### src/rtl/jedro_1_fetch_buf_pkg.sv
// Shared widths, boot address and the prefetch entry layout for the jedro_1 fetch stage.
package jedro_1_defines;
  localparam int DATA_WIDTH = 32;
  localparam int ADDR_WIDTH = 32;
  localparam logic [ADDR_WIDTH-1:0] BOOT_ADDR = 32'h0000_0000;

  typedef struct packed {
    logic [DATA_WIDTH-1:0] instr;
    logic [ADDR_WIDTH-1:0] pc;
  } fetch_entry_t;
endpackage

### src/rtl/jedro_1_fetch_buf_if.sv
// Fetch-stage bus: ROM read port on one side, decoder valid/ready + redirect on the other.
interface jedro_1_fetch_buf_if;
  import jedro_1_defines::*;

  logic                  imem_en_o;
  logic [ADDR_WIDTH-1:0] imem_addr_o;
  logic [DATA_WIDTH-1:0] imem_rdata_i;
  logic                  jmp_i;
  logic [ADDR_WIDTH-1:0] jmp_addr_i;
  logic [DATA_WIDTH-1:0] instr_o;
  logic [ADDR_WIDTH-1:0] pc_o;
  logic                  valid_o;
  logic                  ready_i;

  modport master (
    output imem_en_o, imem_addr_o, instr_o, pc_o, valid_o,
    input  imem_rdata_i, jmp_i, jmp_addr_i, ready_i
  );

  modport slave (
    input  imem_en_o, imem_addr_o, instr_o, pc_o, valid_o,
    output imem_rdata_i, jmp_i, jmp_addr_i, ready_i
  );
endinterface

### src/rtl/jedro_1_fetch_buf_sync_fifo.sv
// Show-ahead synchronous FIFO with a one-cycle flush; the caller guarantees no overflow/underflow.
module jedro_1_sync_fifo #(
  parameter int  DEPTH = 4,
  parameter type T     = jedro_1_defines::fetch_entry_t
) (
  input  logic                     clk,
  input  logic                     rst,
  input  logic                     flush,
  input  logic                     push,
  input  logic                     pop,
  input  T                         din,
  output T                         dout,
  output logic [$clog2(DEPTH):0]   count
);
  localparam int PW = $clog2(DEPTH);
  localparam logic [PW-1:0] PONE = 1;
  localparam logic [PW:0]   CONE = 1;

  T              mem [DEPTH];
  logic [PW-1:0] wp_q, rp_q;
  logic [PW:0]   cnt_q;

  always_ff @(posedge clk) begin
    if (push) mem[wp_q] <= din;
  end

  // Pointers are log2(DEPTH) wide, so they wrap modulo DEPTH for free.
  always_ff @(posedge clk) begin
    if (rst || flush) begin
      wp_q  <= '0;
      rp_q  <= '0;
      cnt_q <= '0;
    end else begin
      if (push) wp_q <= wp_q + PONE;
      if (pop)  rp_q <= rp_q + PONE;
      case ({push, pop})
        2'b10:   cnt_q <= cnt_q + CONE;
        2'b01:   cnt_q <= cnt_q - CONE;
        default: cnt_q <= cnt_q;
      endcase
    end
  end

  assign dout  = mem[rp_q];
  assign count = cnt_q;
endmodule

### src/rtl/jedro_1_fetch_buf.sv
// jedro_1 fetch stage: PC, credit-limited ROM issue, one-deep in-flight tracking and prefetch FIFO.
module jedro_1_fetch_buf #(
  parameter int                                      DEPTH     = 4,
  parameter logic [jedro_1_defines::ADDR_WIDTH-1:0]  BOOT_ADDR = jedro_1_defines::BOOT_ADDR
) (
  input  logic                clk_i,
  input  logic                rst_i,
  jedro_1_fetch_buf_if.master bus
);
  import jedro_1_defines::*;

  localparam int CW = $clog2(DEPTH) + 1;
  localparam logic [CW:0]           DEPTH_C = (CW+1)'(DEPTH);
  localparam logic [ADDR_WIDTH-1:0] WORD    = ADDR_WIDTH'(4);

  logic [ADDR_WIDTH-1:0] pc_q, iss_addr_q, addr;
  logic                  inflight_q, issue, push, pop;
  logic [CW-1:0]         count;
  logic [CW:0]           used;
  fetch_entry_t          wr_entry, head;

  // Outstanding credit counts the in-flight read so a full FIFO can never be overrun.
  assign used  = {1'b0, count} + {{CW{1'b0}}, inflight_q};
  assign issue = !rst_i && (bus.jmp_i || (used < DEPTH_C));
  assign addr  = bus.jmp_i ? {bus.jmp_addr_i[ADDR_WIDTH-1:2], 2'b00} : pc_q;

  always_ff @(posedge clk_i) begin
    if (rst_i) begin
      pc_q       <= BOOT_ADDR;
      inflight_q <= 1'b0;
      iss_addr_q <= '0;
    end else begin
      inflight_q <= issue;
      if (issue) begin
        pc_q       <= addr + WORD;
        iss_addr_q <= addr;
      end
    end
  end

  // A redirect discards the response of the previous issue and blocks the decoder handshake.
  assign push           = inflight_q && !bus.jmp_i && !rst_i;
  assign bus.valid_o    = (count != '0) && !bus.jmp_i && !rst_i;
  assign pop            = bus.valid_o && bus.ready_i;
  assign wr_entry.instr = bus.imem_rdata_i;
  assign wr_entry.pc    = iss_addr_q;

  jedro_1_sync_fifo #(.DEPTH(DEPTH), .T(fetch_entry_t)) u_fifo (
    .clk   (clk_i),
    .rst   (rst_i),
    .flush (bus.jmp_i),
    .push  (push),
    .pop   (pop),
    .din   (wr_entry),
    .dout  (head),
    .count (count)
  );

  assign bus.imem_en_o   = issue;
  assign bus.imem_addr_o = addr;
  assign bus.instr_o     = rst_i ? '0 : head.instr;
  assign bus.pc_o        = rst_i ? '0 : head.pc;
endmodule

### src/flat_wrapper.sv
// flat-port wrapper written by rule: the top's interface ports become plain ports
module jedro_1_fetch_buf_flat import jedro_1_defines::*;
#(
  parameter int                                      DEPTH     = 4,
  parameter logic [jedro_1_defines::ADDR_WIDTH-1:0]  BOOT_ADDR = jedro_1_defines::BOOT_ADDR
)
  (clk_i, rst_i, bus_imem_en_o, bus_imem_addr_o, bus_instr_o, bus_pc_o, bus_valid_o, bus_imem_rdata_i, bus_jmp_i, bus_jmp_addr_i, bus_ready_i);
  jedro_1_fetch_buf_if bus_i ();
  input  logic clk_i;
  input  logic rst_i;
  output wire logic [$bits(bus_i.imem_en_o)-1:0] bus_imem_en_o;
  output wire logic [$bits(bus_i.imem_addr_o)-1:0] bus_imem_addr_o;
  output wire logic [$bits(bus_i.instr_o)-1:0] bus_instr_o;
  output wire logic [$bits(bus_i.pc_o)-1:0] bus_pc_o;
  output wire logic [$bits(bus_i.valid_o)-1:0] bus_valid_o;
  input wire logic [$bits(bus_i.imem_rdata_i)-1:0] bus_imem_rdata_i;
  input wire logic [$bits(bus_i.jmp_i)-1:0] bus_jmp_i;
  input wire logic [$bits(bus_i.jmp_addr_i)-1:0] bus_jmp_addr_i;
  input wire logic [$bits(bus_i.ready_i)-1:0] bus_ready_i;
  assign bus_imem_en_o = bus_i.imem_en_o;
  assign bus_imem_addr_o = bus_i.imem_addr_o;
  assign bus_instr_o = bus_i.instr_o;
  assign bus_pc_o = bus_i.pc_o;
  assign bus_valid_o = bus_i.valid_o;
  assign bus_i.imem_rdata_i = bus_imem_rdata_i;
  assign bus_i.jmp_i = bus_jmp_i;
  assign bus_i.jmp_addr_i = bus_jmp_addr_i;
  assign bus_i.ready_i = bus_ready_i;
  jedro_1_fetch_buf #(.DEPTH(DEPTH), .BOOT_ADDR(BOOT_ADDR)) u_core (.clk_i(clk_i), .rst_i(rst_i), .bus(bus_i));
endmodule
### config.mk
export PLATFORM = sky130hd
export DESIGN_NAME = jedro_1_fetch_buf_flat
export DESIGN_NICKNAME = d
export VERILOG_FILES = /design/src/rtl/jedro_1_fetch_buf_pkg.sv /design/src/rtl/jedro_1_fetch_buf_if.sv /design/src/rtl/jedro_1_fetch_buf_sync_fifo.sv /design/src/rtl/jedro_1_fetch_buf.sv /design/src/flat_wrapper.sv
export SDC_FILE = /design/constraint.sdc
export NUM_CORES = 1
export LEC_CHECK = 0
export CORE_AREA = 2 2 182 184
export DETAILED_ROUTE_END_ITERATION = 10
export DIE_AREA = 0 0 184 186
export PLACE_DENSITY = 0.67
export SLEW_MARGIN = 30
export SYNTH_ARGS = -nofsm -noshare
export SYNTH_HDL_FRONTEND = slang
export SYNTH_SLANG_ARGS = --single-unit
### constraint.sdc
create_clock -name clk_i -period 4.3 [get_ports clk_i]
set_input_delay 0.645 -clock clk_i [delete_from_list [all_inputs] [get_ports clk_i]]
set_output_delay 0.645 -clock clk_i [all_outputs]
set_load 0.005 [all_outputs]
======== Word-level counts from Yosys, hierarchy flattened ========
Memories as Yosys holds them, arrays and structs flattened. A register that Yosys moved wholly into a read port is not among the register bits.
Cells that the tools add are included.
word-level totals
  output and inout port bits .............. 98
  memory bits (writable) .................. 256
  logic and storage cells ................. 36
  flip-flop bits (word level) ............. 72
  memories ................................ 1
  input port bits ......................... 68
memories
  memory             depth  width  read ports  clocked after Yosys merged registers in  wr ports  RTL line                           text
  u_core.u_fifo.mem  4      64     1           1                                        1         jedro_1_fetch_buf_sync_fifo.sv:19  T mem [DEPTH];
cells by class
  muxes and demuxes ....................... 8
  $add $sub $neg .......................... 6
  magnitude comparators ................... 1
  reductions and logical operators ........ 12
  eq/ne operators ......................... 2
operators by type and width
  cell                   number
  $mux 32                3
  $add 32x3->32 const B  1
  $logic_and 1x1->1      6
  $pmux 3 s2             1
  $add 2x1->2 const B    2
  $add 3x1->4            1
  $lt 4x3->1 const B     1
  $mux 2                 2
  $add 3x1->3 const B    1
  $reduce_bool 3->1      1
  $sub 3x1->3 const B    1
  $eq 2x1->1 const B     1
  $eq 2x2->1 const B     1
  $logic_not 1->1        2
  $logic_or 1x1->1       2
  $mux 1                 2
  $reduce_bool 2->1      1

======== Longest topological paths before layout ========
  depth in word-level cells ............... 6
  gate-level depth with buffers ........... 12
  gate-level depth less buffers ........... 8

======== Cells and area by module ========
Synthesis repeated with hierarchy kept, for this count alone.
unflattened totals
  cells, all modules ...................... 845
  area, all modules ....................... 13454.2 sq um
modules (own cells, without submodules)
  module             instances  seq. area each (sq um)  area an instance (sq um)  cells an instance
  jedro_1_sync_fifo  1          7867.5                  9739.3                    380
  jedro_1_fetch_buf  1          1261.2                  3714.8                    465

======== Least setup slack after synthesis ========
OpenSTA, ideal clock, no wires.
  path type ............................... input port to flip-flop
  from .................................... input bus_jmp_i
  to ...................................... memory u_core.u_fifo.mem[0][0] (netlist name), enable pin
  library setup time ...................... 0.429 ns
  arrival time ............................ 3.153 ns
  stages on the path ...................... 6
  required time ........................... 3.871 ns
  path buffers ............................ 4
  slack ................................... 0.718 ns
  path through ............................ buf_2 buf_4 buf_2 buf_2 nor2_1 and3_1
between the ends
  longest elaborated chain between the ends .. 5
ends and longest elaborated chain
  item                             RTL line                           text
  start: declaration               flat_wrapper.sv:17                 input wire logic [$bits(bus_i.jmp_i)-1:0] bus_jmp_i;
  $logic_not 1->1                  jedro_1_fetch_buf.sv:42            assign push = inflight_q && !bus.jmp_i && !rst_i;
  $logic_and 1x1->1 (2 in series)  jedro_1_fetch_buf.sv:42
  $mux 1                           jedro_1_fetch_buf_sync_fifo.sv:24  if (push) mem[wp_q] <= din;
  $mux 1 (not written as such)     jedro_1_fetch_buf_sync_fifo.sv:24
  end: declaration                 jedro_1_fetch_buf_sync_fifo.sv:19
No other way between the ends.

==> key figures <==
Timing
  – Final TNS setup: 0 ps
  – Minimum clock period: between 3000 and 4000 ps
  – Final Cycle Share: 0.7814
  – Max Slew Vio Count: 0
  – Clk_skew: about 20 ps
  – Max Freq: 297.6 MHz
  – Hold_ws: around 480 ps
  – Worst Max-Slew Pin Slew: slightly below 1000 ps
  – RSZ-0062 raised after global routing: no
  – Final hold vios: 0
  – Final setup violating endpoints: 0
  – Worst slew margin: 0.3466

Floorplan
  – Starting Density: 0.4239
  – Core ar.: approximately 32000 sq um
  – Width of the die: roughly 180 um
  – I/O pin cnt: ~170
  – Die Y: between 150 and 200 um
  – Die area: roughly 34000 sq um
  – Row cnt: 66

Clock network
  – CTS root buffer: clkbuf_16
  – Clk slew on worst S/H paths: 60 ps
  – Post-cts sizing count: 0
  – Clk Latency, worst-skew pair: 500 ps
  – Cts hold-fix bufs: 0
  – Max clock buf depth: 3
  – H-tree depth: 2
  – CTS Buf Count: 34
  – Post CTS Setup Buffer Count: 0
  – CTS tree: built
  – Sink Count: around 330

Global route
  – Antenna violations before repair: 0
  – Largest net degree at the start of global routing: 83
  – GRT Util Overall: 0.1719
  – First-pass GRT wire length: about 45000 um
  – Vias in the first global route: 8053
  – Overflow after GRT: 0

Route
  – DRC: 0
  – Via Count: between 7000 and 8000
  – Post-Route WL: 29140 um
  – Vias per inst: approximately 5.3
  – Router iterations before antenna repair: 5
  – WL per Instance: a little under 20 um
  – Antenna Violating Nets Remaining: 0
  – Initial DRC Count: around 510

Layout
  – Finished Layout Cells: between 1000 and 1500
  – Most frequent cells in the layout: 256 x edfxtp_1, 161 x clkdlybuf4s50_1, 70 x dfxtp_1
  – Area Overhead vs Synth: 22.70%
  – # nets final: about 1100
  – Most common cell after layout, fill and taps aside: edfxtp_1
  – Post-route design area: ~17000 sq um
  – Antenna diodes: 0
  – Layout cell share with drive strength beyond 1: 0.1456

Pwr
  – PwrDens: ~400 nW/um^2
  – Max VDD drop: around 0.22 mV
  – Lkg Pwr: roughly 5.7 nW
  – Final total power: roughly 0.0066 W

Worst setup path
  – CP endpoint kind: output pin
  – CP arrival: approximately 2700 ps
  – CP Max Fanout: 17
  – Critical Path RT: approximately 3700 ps
  – Worst setup path category: reg -> out
  – Startpoint type of the worst setup path: register

Placed design
  – DP Wirelength: about 19000 um
  – Routability cong.: just over 0.8
  – Area after DPL: about 16000 sq um
  – DP Cell Count: around 1400
  – IO buf count: about 160

Yosys
  – Area of the mapped netlist: roughly 14000 sq um
  – Yosys cell types: 55
  – Synth Register Bits: 328
  – EDFF count, synth: 256
  – Post-synthesis sequential area ratio: 0.6687
  – Yosys top cell by area: edfxtp_1
  – Top post-synthesis cells by area: edfxtp_1 56%, dfxtp_1 11%, mux4_2 11%
  – Synth top area share: 0.5631
  – Syn Nets: 969
  – Top FF cell, synth: edfxtp_1
  – Post-synth ARST share: 0
  – Post-Synthesis Cells: between 800 and 900
  – Synthesized area per cell: approximately 15 sq um
  – YS warnings: 0

Flow run
  – Number of max-cap violations: 0

Hold path
  – Worst Hold Class: reg -> reg

Outcome
  – Outcome: finished clean
per-layer routing:
layer | track usage | wire [um]
met1 | 0.2373 | 13300
met2 | 0.2842 | 14020
met3 | 0.02837 | 1302
met4 | 0.04576 | 521
met5 | 0 | 0
registers in the layout, summed over array words and instances (netlist names), named ones only:
| register | cells |
|---|---|
| u_core.u_fifo.count | 3 |
| u_core.u_fifo.wp_q | 2 |
| u_core.inflight_q | 1 |
| u_core.pc_q | 32 |
| u_core.iss_addr_q | 30 |
| u_core.u_fifo.rp_q | 2 |
| u_core.u_fifo.mem | 256 |
logic make-up (layout without fill, tap and decap cells):
| kind of cell | after synthesis | count (layout) | share of synthesized area |
|---|---|---|---|
| adders and majority gates | 7 | 7 | 0.006965 |
| AOI/OAI and AO/OA | 87 | 87 | 0.04693 |
| and+or+nand+nor | 270 | 270 | 0.1099 |
| muxes | 93 | 93 | 0.1274 |
| xor gates and xnor gates | 20 | 20 | 0.01283 |
| DFF | 328 | 328 | 0.6687 |
| buffers and inverters | 89 | 273 | 0.02731 |
cells in the mapped netlist (all sizes together) (4+ instances only):
cell type,number
nand2b,6
clkbuf,39
xor2,5
nor2,54
mux2,6
o21ai,11
mux4,64
nor3,19
nand3b,18
and3,7
xnor2,15
edfxtp,256
a21oi,14
dfxtp,72
ha,6
inv,34
or3,4
mux2i,23
buf,16
o22ai,6
nor2b,67
nand4b,7
a22oi,4
nand3,30
a211oi,31
nand4,11
nand2,38
final timing paths:
check,to,slack [ps],depth (start not counted),startpoint
min,u_core.pc_q[31]$_SDFFE_PP0P_,480,2,u_core.pc_q[31]$_SDFFE_PP0P_
max reg2reg,u_core.u_fifo.count[2]$_SDFFE_PP0P_,2000,8,u_core.u_fifo.count[0]$_SDFFE_PP0P_
min reg2reg,u_core.pc_q[31]$_SDFFE_PP0P_,480,2,u_core.pc_q[31]$_SDFFE_PP0P_
max,bus_pc_o[12],940,4,register
metrics by stage:
| step | utilization | setup WS (ps) |
|---|---|---|
| after global placement | 0.4894 | 1134 |
| after detailed placement | 0.4894 | 1099 |
| after global routing | 0.5201 | 772.7 |
| final | 0.5201 | 940.0 |
| after CTS | 0.5201 | 863.6 |
| after floorplan | - | 718.0 |
report_power, final:
group / switching, W / internal, W
Clock: 0.00114 / 0.00152
Sequential: 0.0000519 / 0.00348
Combinational: 0.000199 / 0.000225
area by class of cell:
class                           instances  area [sq um]
Multi-Input combinational cell        477          4158
Clock inverter                         13         108.9
Timing Repair Buffer                  184          1832
Sequential cell                       328          9134
Fill cell                            2697         15450
Clock buffer                           42         880.8
Inverter                               34         127.6
Tap cell                              408         510.5
worst max-delay path: stages (launching register included):
cell             delay [ps]
dfxtp_4                 570
buf_4                   390
mux4_2                  540
nor2b_1                 160
clkdlybuf4s50_1         540
(Power assumes the default switching activity.)
